$ cat src/rtl/sprite_rom_arbiter.sv
// Round-robin arbiter that shares one fixed-latency synchronous sprite ROM
// among N_REQ requesters. A tag pipeline follows each read so the returned
// word is steered back to the requester that issued it.
module sprite_rom_arbiter #(
    parameter int unsigned N_REQ        = 4,
    parameter int unsigned ADDR_WIDTH   = 12,
    parameter int unsigned DATA_WIDTH   = 12,
    parameter int unsigned READ_LATENCY = 2
) (
    input  logic                          clk,
    input  logic                          rst,
    input  logic                          en_i,
    input  logic [N_REQ-1:0]              req_i,
    input  logic [N_REQ*ADDR_WIDTH-1:0]   addr_i,
    output logic [N_REQ-1:0]              gnt_o,
    output logic                          rom_en_o,
    output logic [ADDR_WIDTH-1:0]         rom_addr_o,
    input  logic [DATA_WIDTH-1:0]         rom_data_i,
    output logic [N_REQ-1:0]              rvalid_o,
    output logic [DATA_WIDTH-1:0]         rdata_o
);

    localparam int unsigned IDX_W = (N_REQ > 1) ? $clog2(N_REQ) : 1;
    localparam int unsigned DEPTH = READ_LATENCY + 1;

    logic [N_REQ-1:0]            gnt_q, gnt_d;
    logic                        rom_en_q, rom_en_d;
    logic [ADDR_WIDTH-1:0]       rom_addr_q, rom_addr_d;
    logic [IDX_W-1:0]            last_q, last_d;
    logic [DEPTH-1:0][N_REQ-1:0] tag_q, tag_d;
    logic [N_REQ-1:0]            rvalid_q, rvalid_d;
    logic [DATA_WIDTH-1:0]       rdata_q, rdata_d;

    logic [N_REQ-1:0]            eligible;
    logic                        win_found;
    logic [IDX_W-1:0]            win_idx;

    // Round-robin search starting just after the last winner; a requester
    // granted this cycle is masked so a held request is not granted twice.
    always_comb begin
        eligible  = req_i & ~gnt_q;
        win_found = 1'b0;
        win_idx   = last_q;
        for (int unsigned k = 1; k <= N_REQ; k++) begin
            logic [IDX_W-1:0] cand;
            cand = IDX_W'((32'(last_q) + k) % N_REQ);
            if (!win_found && eligible[cand]) begin
                win_found = 1'b1;
                win_idx   = cand;
            end
        end
    end

    // Next-state: grant/ROM request, tag shift and response steering.
    always_comb begin
        gnt_d      = '0;
        rom_en_d   = 1'b0;
        rom_addr_d = rom_addr_q;
        last_d     = last_q;
        tag_d      = '0;
        rvalid_d   = '0;
        rdata_d    = rdata_q;
        if (en_i) begin
            if (win_found) begin
                gnt_d      = N_REQ'(1) << win_idx;
                rom_en_d   = 1'b1;
                rom_addr_d = addr_i[win_idx*ADDR_WIDTH +: ADDR_WIDTH];
                last_d     = win_idx;
            end
            tag_d[0] = gnt_d;
            for (int unsigned i = 1; i < DEPTH; i++) begin
                tag_d[i] = tag_q[i-1];
            end
            rvalid_d = tag_q[READ_LATENCY];
            if (|tag_q[READ_LATENCY]) begin
                rdata_d = rom_data_i;
            end
        end
    end

    // State registers; reset returns top priority to requester 0.
    always_ff @(posedge clk or posedge rst) begin
        if (rst) begin
            gnt_q      <= '0;
            rom_en_q   <= 1'b0;
            rom_addr_q <= '0;
            last_q     <= IDX_W'(N_REQ - 1);
            tag_q      <= '0;
            rvalid_q   <= '0;
            rdata_q    <= '0;
        end else begin
            gnt_q      <= gnt_d;
            rom_en_q   <= rom_en_d;
            rom_addr_q <= rom_addr_d;
            last_q     <= last_d;
            tag_q      <= tag_d;
            rvalid_q   <= rvalid_d;
            rdata_q    <= rdata_d;
        end
    end

    assign gnt_o      = gnt_q;
    assign rom_en_o   = rom_en_q;
    assign rom_addr_o = rom_addr_q;
    assign rvalid_o   = rvalid_q;
    assign rdata_o    = rdata_q;

endmodule

$ cat config.mk
export PLATFORM = sky130hd
export DESIGN_NAME = sprite_rom_arbiter
export DESIGN_NICKNAME = d
export VERILOG_FILES = /design/src/rtl/sprite_rom_arbiter.sv
export SDC_FILE = /design/constraint.sdc
export NUM_CORES = 1
export LEC_CHECK = 0
export ABC_AREA = 1
export ABC_CLOCK_PERIOD_IN_PS = 5000
export CAP_MARGIN = 25
export CORE_MARGIN = 2
export CORE_UTILIZATION = 30
export CTS_BUF_LIST = sky130_fd_sc_hd__clkbuf_4 sky130_fd_sc_hd__clkbuf_8 sky130_fd_sc_hd__clkbuf_16
export CTS_CLUSTER_SIZE = 24
export DETAILED_ROUTE_END_ITERATION = 8
export PLACE_DENSITY = 0.71
export RECOVER_POWER = 100
export SYNTH_ARGS = -nofsm -noshare
export SYNTH_HDL_FRONTEND = slang
export SYNTH_SLANG_ARGS = --single-unit
export TNS_END_PERCENT = 10
$ cat constraint.sdc
create_clock -name clk -period 5 [get_ports clk]
set_input_delay 0.5 -clock clk [delete_from_list [all_inputs] [get_ports clk]]
set_output_delay 0.5 -clock clk [all_outputs]
set_load 0.01 [all_outputs]
==> impl_metrics.csv <==
group,metric,value,unit
cts,clk_latency,0.30,ns
logic_synthesis,synth-xor-area-share,1.067,%
placement,port_buffers,99,
cells_and_area,diodes,0,
power,p_leak,1.659,nW
cells_and_area,finish.utilization,44.90,%
logic_synthesis,synth.area.mux_share,5.760,%
cts,ctsHoldBuffers,0,
placement,gp_congestion,0.8105,
logic_synthesis,netlist_instances,270,
status,status,"finished, violations left",
power,power_frac_seq,24.9,%
cts,cts_root_buffer,"clkbuf_8",
worst_setup_path,startpoint,"last_q[0]",
worst_setup_path,cp-end-kind,"flip-flop",
route,route.detailed.drc,0,
floorplanning,fp-row-count,32,
global_route,grt_max_degree,44,
floorplanning,start_util,30.68,%
cts,tritoncts,"yes",
route,drt_iter0_drc,77,
power,combPwrFrac,62.8,%
timing,setup_tns,0,ns
cts,cts_buffers,5,
global_route,grt_util_all_layers,14.39,%
global_route,grt_pass1_wl,9.784,mm
route,wl_per_cell,12.85,um
cts,clkSinkCount,43,
worst_setup_path,start_kind,"flip-flop",
status,violations,"capacitance limit, slew limit",
floorplanning,io_pins,100,
timing,finalClockSkew,0.008041,ns
timing,period_needed,3.133,ns
cts,clockBufferDepth,2,
floorplanning,dieArea,8543,um^2
logic_synthesis,syn_area,2346,um^2
timing,period_share,62.66,%
logic_synthesis,yosys_warnings,0,
logic_synthesis,synth_nets,337,
placement,dp_hpwl,4.527,mm
cells_and_area,design_area,3433,um^2
worst_setup_path,r2r-end,"rom_addr_o[2]",
global_route,gr-total-overflow,0,
logic_synthesis,synth_compound_area_share,1.173,%
cells_and_area,area_growth,46.35,%
placement,place_area,3343,um^2
power,p_sw_share,47.38,%
worst_setup_path,arrival,3.32,ns
timing,max-slew-margin-rel,-2.937,%
floorplanning,coreArea,7647,um^2
timing,tightest_slew,1.542,ns
floorplanning,die_w,92.43,um
timing,final_hold_viol_count,0,
logic_synthesis,synth_adder_area_share,0,%
timing,drv_slew,44,
logic_synthesis,synth_seq_cells,43,
cts,clk_pin_slew,0.09,ns
power,powerDensity,658.7,nW/um^2
power,clkPwrFrac,12.3,%
route,ant_nets,0,
cells_and_area,final_nets,426,
timing,max_freq,319.2,MHz
route,dr.pass1.iters,5,
route,vias_per_cell,4.643,
logic_synthesis,synth-simple-area-share,36.48,%
route,drt-total-wl,5.935,mm
logic_synthesis,synth_area_per_cell,8.689,um^2
power,peakVddDrop,402.3,uV
cts,h-tree-depth,2,
min_path,holdPathStages,2,
worst_setup_path,timing.rr.start,"last_q[0]",
worst_setup_path,r2r_slack,1.87,ns
worst_setup_path,endpoint,"rom_addr_o[2]",
timing,setup_viol,0,
power,p_sw,1.072,mW
cells_and_area,fill_cells,761,
logic_synthesis,synth_top_family_by_area,"simple AND/OR/NAND/NOR gates",
cells_and_area,layout_commonest_cell,"nand3_1",
timing,rsz0062_at_grt,"no",
job,drv_cap,1,
logic_synthesis,synth.yosys.seq_area_share,45.97,%
logic_synthesis,synth_cell_types,25,
cts,cts_setup_buffers,0,
global_route,antenna_found_initial,0,
worst_setup_path,crit_type,"flip-flop to flip-flop",
worst_setup_path,cp.required,5.19,ns
cells_and_area,layout_common_cells,"78 x nand3_1, 70 x nand2_1, 64 x clkdlybuf4s50_1",
cells_and_area,drive_gt1_share,11.67,%
cts,cts_resized,0,
min_path,hp-class,"flip-flop to flip-flop",
floorplanning,die_h,92.43,um
route,vias,2145,
global_route,grt_pass1_vias,2069,
worst_setup_path,path_max_fanout,18,
power,intPower,1.190,mW
worst_setup_path,reg2reg_depth,11,
## cells by family (layout without fill, tap and decap cells)
kind of cell,after synthesis,count (layout)
muxes,12,12
xor gates and xnor gates,2,2
AOI/OAI and AO/OA,4,4
DFF,43,43
buffers and inverters,40,130
and+or+nand+nor,169,169
## layout make-up
| cell class | count | area (um^2) | area share (%) |
|---|---|---|---|
| multi-input combinational | 187 | 1028 | 29.96 |
| tap | 102 | 127.6 | 3.717 |
| sequential | 43 | 1079 | 31.41 |
| clock buffer | 5 | 68.82 | 2.004 |
| inverter | 22 | 87.58 | 2.551 |
| timing repair buffer | 100 | 994.7 | 28.97 |
| clock inverter | 3 | 47.55 | 1.385 |
## how the worst min path moves through the flow
stage / startpoint / to / slack (ns)
3_5_place_dp: tag_q[7] / tag_q[11] / 0.42
2_1_floorplan: tag_q[6] / tag_q[10] / 0.41
6_report: tag_q[7] / tag_q[11] / 0.44
5_1_grt: tag_q[4] / tag_q[8] / 0.48
3_3_place_gp: tag_q[5] / tag_q[9] / 0.41
4_1_cts: tag_q[7] / tag_q[11] / 0.44
## flip-flops by register name (all words and copies together), names as in the netlist
name        flops
gnt_o           1
last_q          2
rdata_o        12
rom_addr_o     12
rom_en_o        1
rvalid_o        4
tag_q          11
## Yosys cell counts
cell type | n | area share (%)
mux2_2 | 12 | 5.8
o21ai_2 | 1 | 0.37
inv_1 | 19 | 3.0
o21ai_0 | 2 | 0.43
buf_2 | 4 | 0.85
xnor2_1 | 1 | 0.37
nand2_1 | 69 | 11
xor2_2 | 1 | 0.69
clkbuf_1 | 1 | 0.16
o41ai_1 | 1 | 0.37
nand2_4 | 3 | 1.4
inv_2 | 1 | 0.16
inv_4 | 2 | 0.53
nor2_1 | 2 | 0.32
buf_4 | 10 | 3.2
nor2_4 | 2 | 0.96
buf_6 | 2 | 0.96
nand3_2 | 7 | 3.0
dfrtp_1 | 41 | 44
nor3_2 | 3 | 1.3
dfstp_2 | 2 | 2.2
nand3_1 | 78 | 17
buf_8 | 1 | 0.64
nand3_4 | 1 | 0.75
nand2_2 | 4 | 1.1
## power by group through the flow
stage / clock network (mW) / logic (mW) / registers (mW)
after detailed placement: 0 / 1.49 / 0.580
after CTS: 0.283 / 1.49 / 0.574
after global placement: 0 / 1.45 / 0.573
after global routing: 0.302 / 1.59 / 0.582
final: 0.278 / 1.42 / 0.563
after floorplan: 0 / 1.10 / 0.601
## per-stage QoR
stage	total power, mW	setup slack, ns	instances	hold WS [ns]
floorplan	1.698	3.166	270	0.4126
global placement	2.027	2.479	454	0.4145
detailed placement	2.069	2.421	454	0.4214
CTS	2.349	2.620	462	0.4421
global route	2.470	1.557	462	0.4788
finish	2.262	1.867	462	0.4399
## metal layers
metal	wire (um)	vias to the layer above	share of wire [%]	GRT usage, %
met2	2942	90	50	24.27
met3	419	7	7.1	3.906
met5	0	-	0	0
met4	95	0	1.6	4.229
met1	2477	984	42	18.03
li1	-	1064	-	-
## critical path: stages (launching register included)
cell and delay (ns):
dfstp_1 0.86, nand3_1 0.14, nand2_1 0.14, nand2_1 0.08, nand2_1 0.14, inv_1 0.14
nand2_1 0.09, nor3_1 0.04, nor2_1 0.95, inv_4 0.24, nand2_1 0.14, nand2_1 0.06
Note: power is estimated with default switching activity, not from simulation.
==> RTL edit 1 (same settings) <==
Take the reset off `rdata_q` and load it in a clocked block of its own.
--- a/src/rtl/sprite_rom_arbiter.sv
+++ b/src/rtl/sprite_rom_arbiter.sv
@@ -87,7 +87,6 @@
             last_q     <= IDX_W'(N_REQ - 1);
             tag_q      <= '0;
             rvalid_q   <= '0;
-            rdata_q    <= '0;
         end else begin
             gnt_q      <= gnt_d;
             rom_en_q   <= rom_en_d;
@@ -95,8 +94,11 @@
             last_q     <= last_d;
             tag_q      <= tag_d;
             rvalid_q   <= rvalid_d;
-            rdata_q    <= rdata_d;
         end
+    end
+
+    always_ff @(posedge clk) begin
+        rdata_q <= rdata_d;
     end
 
     assign gnt_o      = gnt_q;
Formal check against the unedited RTL: not equivalent (a bounded check fails within 10 cycles, from zero or initial values and one cycle with rst high; the reset may be asserted at any time).
==> RTL edit 1 against the original RTL <==
Largest cell class unchanged; the flow still finishes with violations (max-capacitance violations, max-slew violations); synthesized area decreased by 0.21%; sequential cell count did not move; global-route usage decreased by 0.93 points; routed wire length decreased by 1.8%; critical path type unchanged; final area about the same; worst setup slack worse by 0.087 ns; sequential share of layout area is 1.8 points higher; fmax is 2.7% lower; power decreased by 11%.
==> RTL edit 1: results (changes against the original RTL) <==
| Metric | Value |
|---|---|
| Status | `finished, violations left (unchanged)` |
| Failing checks | `max-capacitance violations, max-slew violations (unchanged)` |
| Final GP Congestion | `0.843 (was 0.811)` |
| Via density | `4.69 (was 4.64)` |
| Post-DP HPWL | `4390 um (was 4530 um)` |
| Layout cells sized above 1 | `9.30% (was 11.7%)` |
| R2R depth | `9 (was 11)` |
| Vias in the first global route | `2086 (was 2069)` |
| Worst path slowest cell | `dfstp_1 (was nor2_1)` |
| Post-synthesis sequential area ratio | `48.6% (was 46.0%)` |
| Synth cell count leaders | `nand3_1 (81), nand2_1 (67), dfrtp_1 (29), inv_1 (18), edfxtp_1 (12) (was nand3_1 (78), nand2_1 (69), dfrtp_1 (41), inv_1 (19), mux2_2 (12))` |
| Slew Limit Fails | `32 (was 44)` |
| EDFF count, synth | `12 (was 0)` |
| DR WL/cell | `12.8 um (about the same)` |
| Max cap viols | `1 (unchanged)` |
| Drt first-iter violations | `79 (was 77)` |
| Post-route clock skew | `0.00572 ns (was 0.00804 ns)` |
| Drt pass-1 iters | `4 (was 5)` |
| Filler cell count | `742 (was 761)` |
| Mapped Cells | `264 (was 270)` |
| Hold Crit Start | `tag_q[5]$_DFF_PP0_ (was tag_q[7]$_DFF_PP0_)` |
| Post-synth ARST share | `72.1% (was 100%)` |
| Reg-to-reg slack, setup | `1.78 ns (was 1.87 ns)` |
| Pleak | `0.00159 uW (was 0.00166 uW)` |
| First-pass GRT wire length | `9270 um (was 9780 um)` |
| Placed cells | `449 (was 454)` |
| Largest net degree at the start of global routing | `32 (was 44)` |
| Synth area leaders | `dfrtp_1 (31%), nand3_1 (17%), edfxtp_1 (15%) (was dfrtp_1 (44%), nand3_1 (17%), nand2_1 (11%))` |
| CP Max Fanout | `16 (was 18)` |
| Mapped Nets | `331 (was 337)` |
| Relative slew slack | `-7.64% (was -2.94%)` |
| Total global-route track usage | `13.5% (was 14.4%)` |
[RTL edit 1: how the worst min path moves through the flow]
stage / endpoint / cells after the start / slack, ns
floorplan: tag_q[10]$_DFF_PP0_ / 2 / 0.41
global placement: tag_q[10]$_DFF_PP0_ / 2 / 0.41
detailed placement: tag_q[9]$_DFF_PP0_ / 2 / 0.42
CTS: tag_q[9]$_DFF_PP0_ / 2 / 0.44
global route: tag_q[9]$_DFF_PP0_ / 2 / 0.45
finish: tag_q[9]$_DFF_PP0_ / 2 / 0.44
[RTL edit 1: per-stage QoR]
step | setup WS [ns] | area [um^2]
2_1_floorplan | 3.20 | 2340
3_3_place_gp | 2.48 | 3330
3_5_place_dp | 2.42 | 3330
4_1_cts | 2.66 | 3450
5_1_grt | 1.45 | 3430
6_report | 1.78 | 3430
[RTL edit 1: final cells by class]
cell class / count / share of cell area (%)
tap: 102 / 3.72
inverter: 21 / 2.33
timing repair buffer: 100 / 29.0
sequential: 43 / 33.2
clock buffer: 5 / 2.01
multi-input combinational: 183 / 28.4
clock inverter: 3 / 1.39
[RTL edit 1: kinds of logic after synthesis]
family          share of synthesized area [%]
buf+inv                                  9.35
simple gates                             39.8
compound gates                           2.25
flops                                    48.6
[RTL edit 1: power breakdown]
part | switching [uW] | total [uW] | internal [uW] | leakage [uW]
combinational | 790 | 1230 | 437 | 0.00102
clock | 122 | 273 | 151 | 0.0000587
sequential | 59.1 | 514 | 455 | 0.000506
[RTL edit 1: metal layers]
layer	part of all wire, %	GRT usage [%]	vias up	wire (um)
met4	2.1	4.85	0	121
met2	49	23.5	88	2880
li1	-	-	1051	-
met3	7.1	3.91	12	415
met1	41	15.6	994	2410
met5	0	0	-	0
[RTL edit 1: worst min-delay path, delay by kind of cell (launching register included)]
family | cells | cell delay [ns]
AND/OR/NAND/NOR | 1 | 0.05
buffers and inverters | 1 | 0.04
flip-flops | 1 | 0.33
==> RTL edit 2 (same settings) <==
Made on the original files. The parameter `READ_LATENCY` goes from 2 to 4.
--- a/src/rtl/sprite_rom_arbiter.sv
+++ b/src/rtl/sprite_rom_arbiter.sv
@@ -5,7 +5,7 @@
     parameter int unsigned N_REQ        = 4,
     parameter int unsigned ADDR_WIDTH   = 12,
     parameter int unsigned DATA_WIDTH   = 12,
-    parameter int unsigned READ_LATENCY = 2
+    parameter int unsigned READ_LATENCY = 4
 ) (
     input  logic                          clk,
     input  logic                          rst,
Behaviour: not the same (a bounded check fails within 10 cycles, from zero or initial values and one cycle with rst high).
==> RTL edit 2 against the original RTL <==
Non-clock buffer count increased by 2; fmax is 2.6% lower; routed wire length rose by 7.6%; largest cell class unchanged; final area grew 9.2%; highest routed layer unchanged; clock power decreased by 12%; power shrank 6.1%; synthesized area up 14%; first-iteration DRC count is 45% higher; worst setup slack got worse by 0.084 ns; sequential power rose by 9.1%; final cell count grew 14%; critical path depth is 5 lower; sequential cell count is 8 higher.
==> RTL edit 2: results (changes against the original RTL) <==
| Metric | Value |
|---|---|
| Mapped Cells | `325 (was 270)` |
| Root buf cell | `clkbuf_8 (unchanged)` |
| Placed cells | `518 (was 454)` |
| Post-synth ARST share | `100% (unchanged)` |
| Worst min path class | `flop to flop (unchanged)` |
| Synth cell count leaders | `nand2_1 (139), dfrtp_1 (49), nand3_1 (39), inv_1 (28), mux2_2 (12) (was nand3_1 (78), nand2_1 (69), dfrtp_1 (41), inv_1 (19), mux2_2 (12))` |
| CTS H-Tree Depth | `2 (unchanged)` |
| Layout Nets | `484 (was 426)` |
| DR WL/cell | `12.1 um (was 12.8 um)` |
| Fin crit share | `64.3% (was 62.7%)` |
| Non-Filler Instances | `526 (was 462)` |
| Int Pwr | `1120 uW (was 1190 uW)` |
| Pleak | `0.00199 uW (was 0.00166 uW)` |
| Post-route clock skew | `0.00615 ns (was 0.00804 ns)` |
| Drt pass-1 iters | `4 (was 5)` |
| Mapped Nets | `392 (was 337)` |
| Post-CTS Setup Bufs | `0 (unchanged)` |
| Synth area leaders | `dfrtp_1 (46%), nand2_1 (20%), nand3_1 (7.3%) (was dfrtp_1 (44%), nand3_1 (17%), nand2_1 (11%))` |
| Slew at the pin closest to its max-slew limit | `1.46 ns (was 1.54 ns)` |
| Critical path arrival | `3.45 ns (was 3.32 ns)` |
| Cts repair resizes | `0 (unchanged)` |
| Met1 GRT Util | `17.0% (was 18.0%)` |
| Total global-route track usage | `13.8% (was 14.4%)` |
| ANT cells | `0 (unchanged)` |
| Post-DP HPWL | `4850 um (was 4530 um)` |
| Post-synthesis sequential area ratio | `48.0% (was 46.0%)` |
| Final GP Congestion | `0.897 (was 0.811)` |
| Status | `complete, no violations (was finished, violations left)` |
| Top reg by flops | `tag_q` |
| Met3 Use GR | `4.08% (was 3.91%)` |
| Peak supply drop | `0.000282 V (was 0.000402 V)` |
| First-pass GRT wire length | `10900 um (was 9780 um)` |
| Vias in the first global route | `2401 (was 2069)` |
| Ys Warns | `0 (unchanged)` |
| Via density | `4.56 (was 4.64)` |
| Clk_lat worst skew | `0.30 ns (about the same)` |
| Drt first-iter violations | `112 (was 77)` |
| Initial antenna violation count | `0 (unchanged)` |
| Post-place setup slack | `2.35 ns (was 2.42 ns)` |
| Port bufs | `99 (unchanged)` |
| Clk slew on worst S/H paths | `0.10 ns` |
| Largest register FFs | `19` |
| Largest net degree at the start of global routing | `30 (was 44)` |
| Placed cell areas | `3700 um^2 (was 3340 um^2)` |
| Clk buf depth | `2 (unchanged)` |
| Met2 Usage GRT | `23.3% (was 24.3%)` |
| CP Max Fanout | `22 (was 18)` |
| Layout cells sized above 1 | `10.8% (was 11.7%)` |
| Post-synthesis cell type count | `25 (unchanged)` |
| Cts bufs inserted | `5 (unchanged)` |
| Filler cell count | `859 (was 761)` |
## RTL edit 2: cell count changes after synthesis, sizes merged, moves of 3 or more
| cell | change |
|---|---|
| a21oi | +4 |
| dfrtp | +8 |
| inv | +9 |
| nand2 | +75 |
| nand3 | -40 |
| nor2 | +3 |
## RTL edit 2: metal layers
layer | wire length (um) | share of wire (%) | vias to the layer above
met1 | 2780 | 43 | 1104
li1 | - | - | 1190
met4 | 101 | 1.6 | 0
met5 | 0 | 0 | -
met3 | 425 | 6.7 | 8
met2 | 3080 | 48 | 98
## RTL edit 2: cell type report
class,instances,area [um^2],area share [%]
flip-flops and latches,51,1280,34.1
clock inverters,3,27.5,0.734
multi-input cells,226,1120,29.9
inverters,31,116,3.10
well taps,108,135,3.60
repair buffers,102,1000,26.7
clock buffers,5,68.8,1.84
## RTL edit 2: critical path, stage by stage
cell,delay [ns]
dlygate4sd3_1,0.52
clkbuf_1,0.64
nand2_1,0.58
nor2_1,0.85
clkinv_1,0.20
nor2_1,0.14
## RTL edit 2: kinds of logic after synthesis
family	share of synthesized area, %
mux	5.07
flops	48.0
compound gates	1.83
buf+inv	9.34
simple gates	35.8
## RTL edit 2: power groups by stage
stage	registers, uW	clock network (uW)	logic (uW)
floorplan	644	0	956
global placement	624	0	1290
detailed placement	624	0	1330
CTS	620	260	1330
global route	632	274	1430
finish	614	245	1260
## RTL edit 2: metrics by stage
| stage | utilization (%) | total power [uW] | hold slack (ns) |
|---|---|---|---|
| finish | 43.2 | 2120 | 0.441 |
| global route | 43.2 | 2340 | 0.454 |
| CTS | 43.8 | 2210 | 0.432 |
| detailed placement | 42.6 | 1950 | 0.420 |
| global placement | 42.4 | 1920 | 0.414 |
| floorplan | - | 1600 | 0.413 |
## RTL edit 2: worst paths after layout
| kind | startpoint | to | slack [ns] | cells after the start |
|---|---|---|---|---|
| setup reg to reg | last_q[0]$_DFFE_PP1P_ | tag_q[2]$_DFF_PP0_ | 1.94 | 12 |
| hold reg to reg | tag_q[8]$_DFF_PP0_ | tag_q[12]$_DFF_PP0_ | 0.44 | 2 |
| hold / removal | tag_q[8]$_DFF_PP0_ | tag_q[12]$_DFF_PP0_ | 0.44 | 2 |
| max in group asynchronous | rst | tag_q[11]$_DFF_PP0_ | 2.40 | 3 |
| min in group asynchronous | rst | rom_addr_o[9]$_DFFE_PP0P_ | 0.79 | 2 |
| setup / recovery | en_i | tag_q[2]$_DFF_PP0_ | 1.78 | 6 |
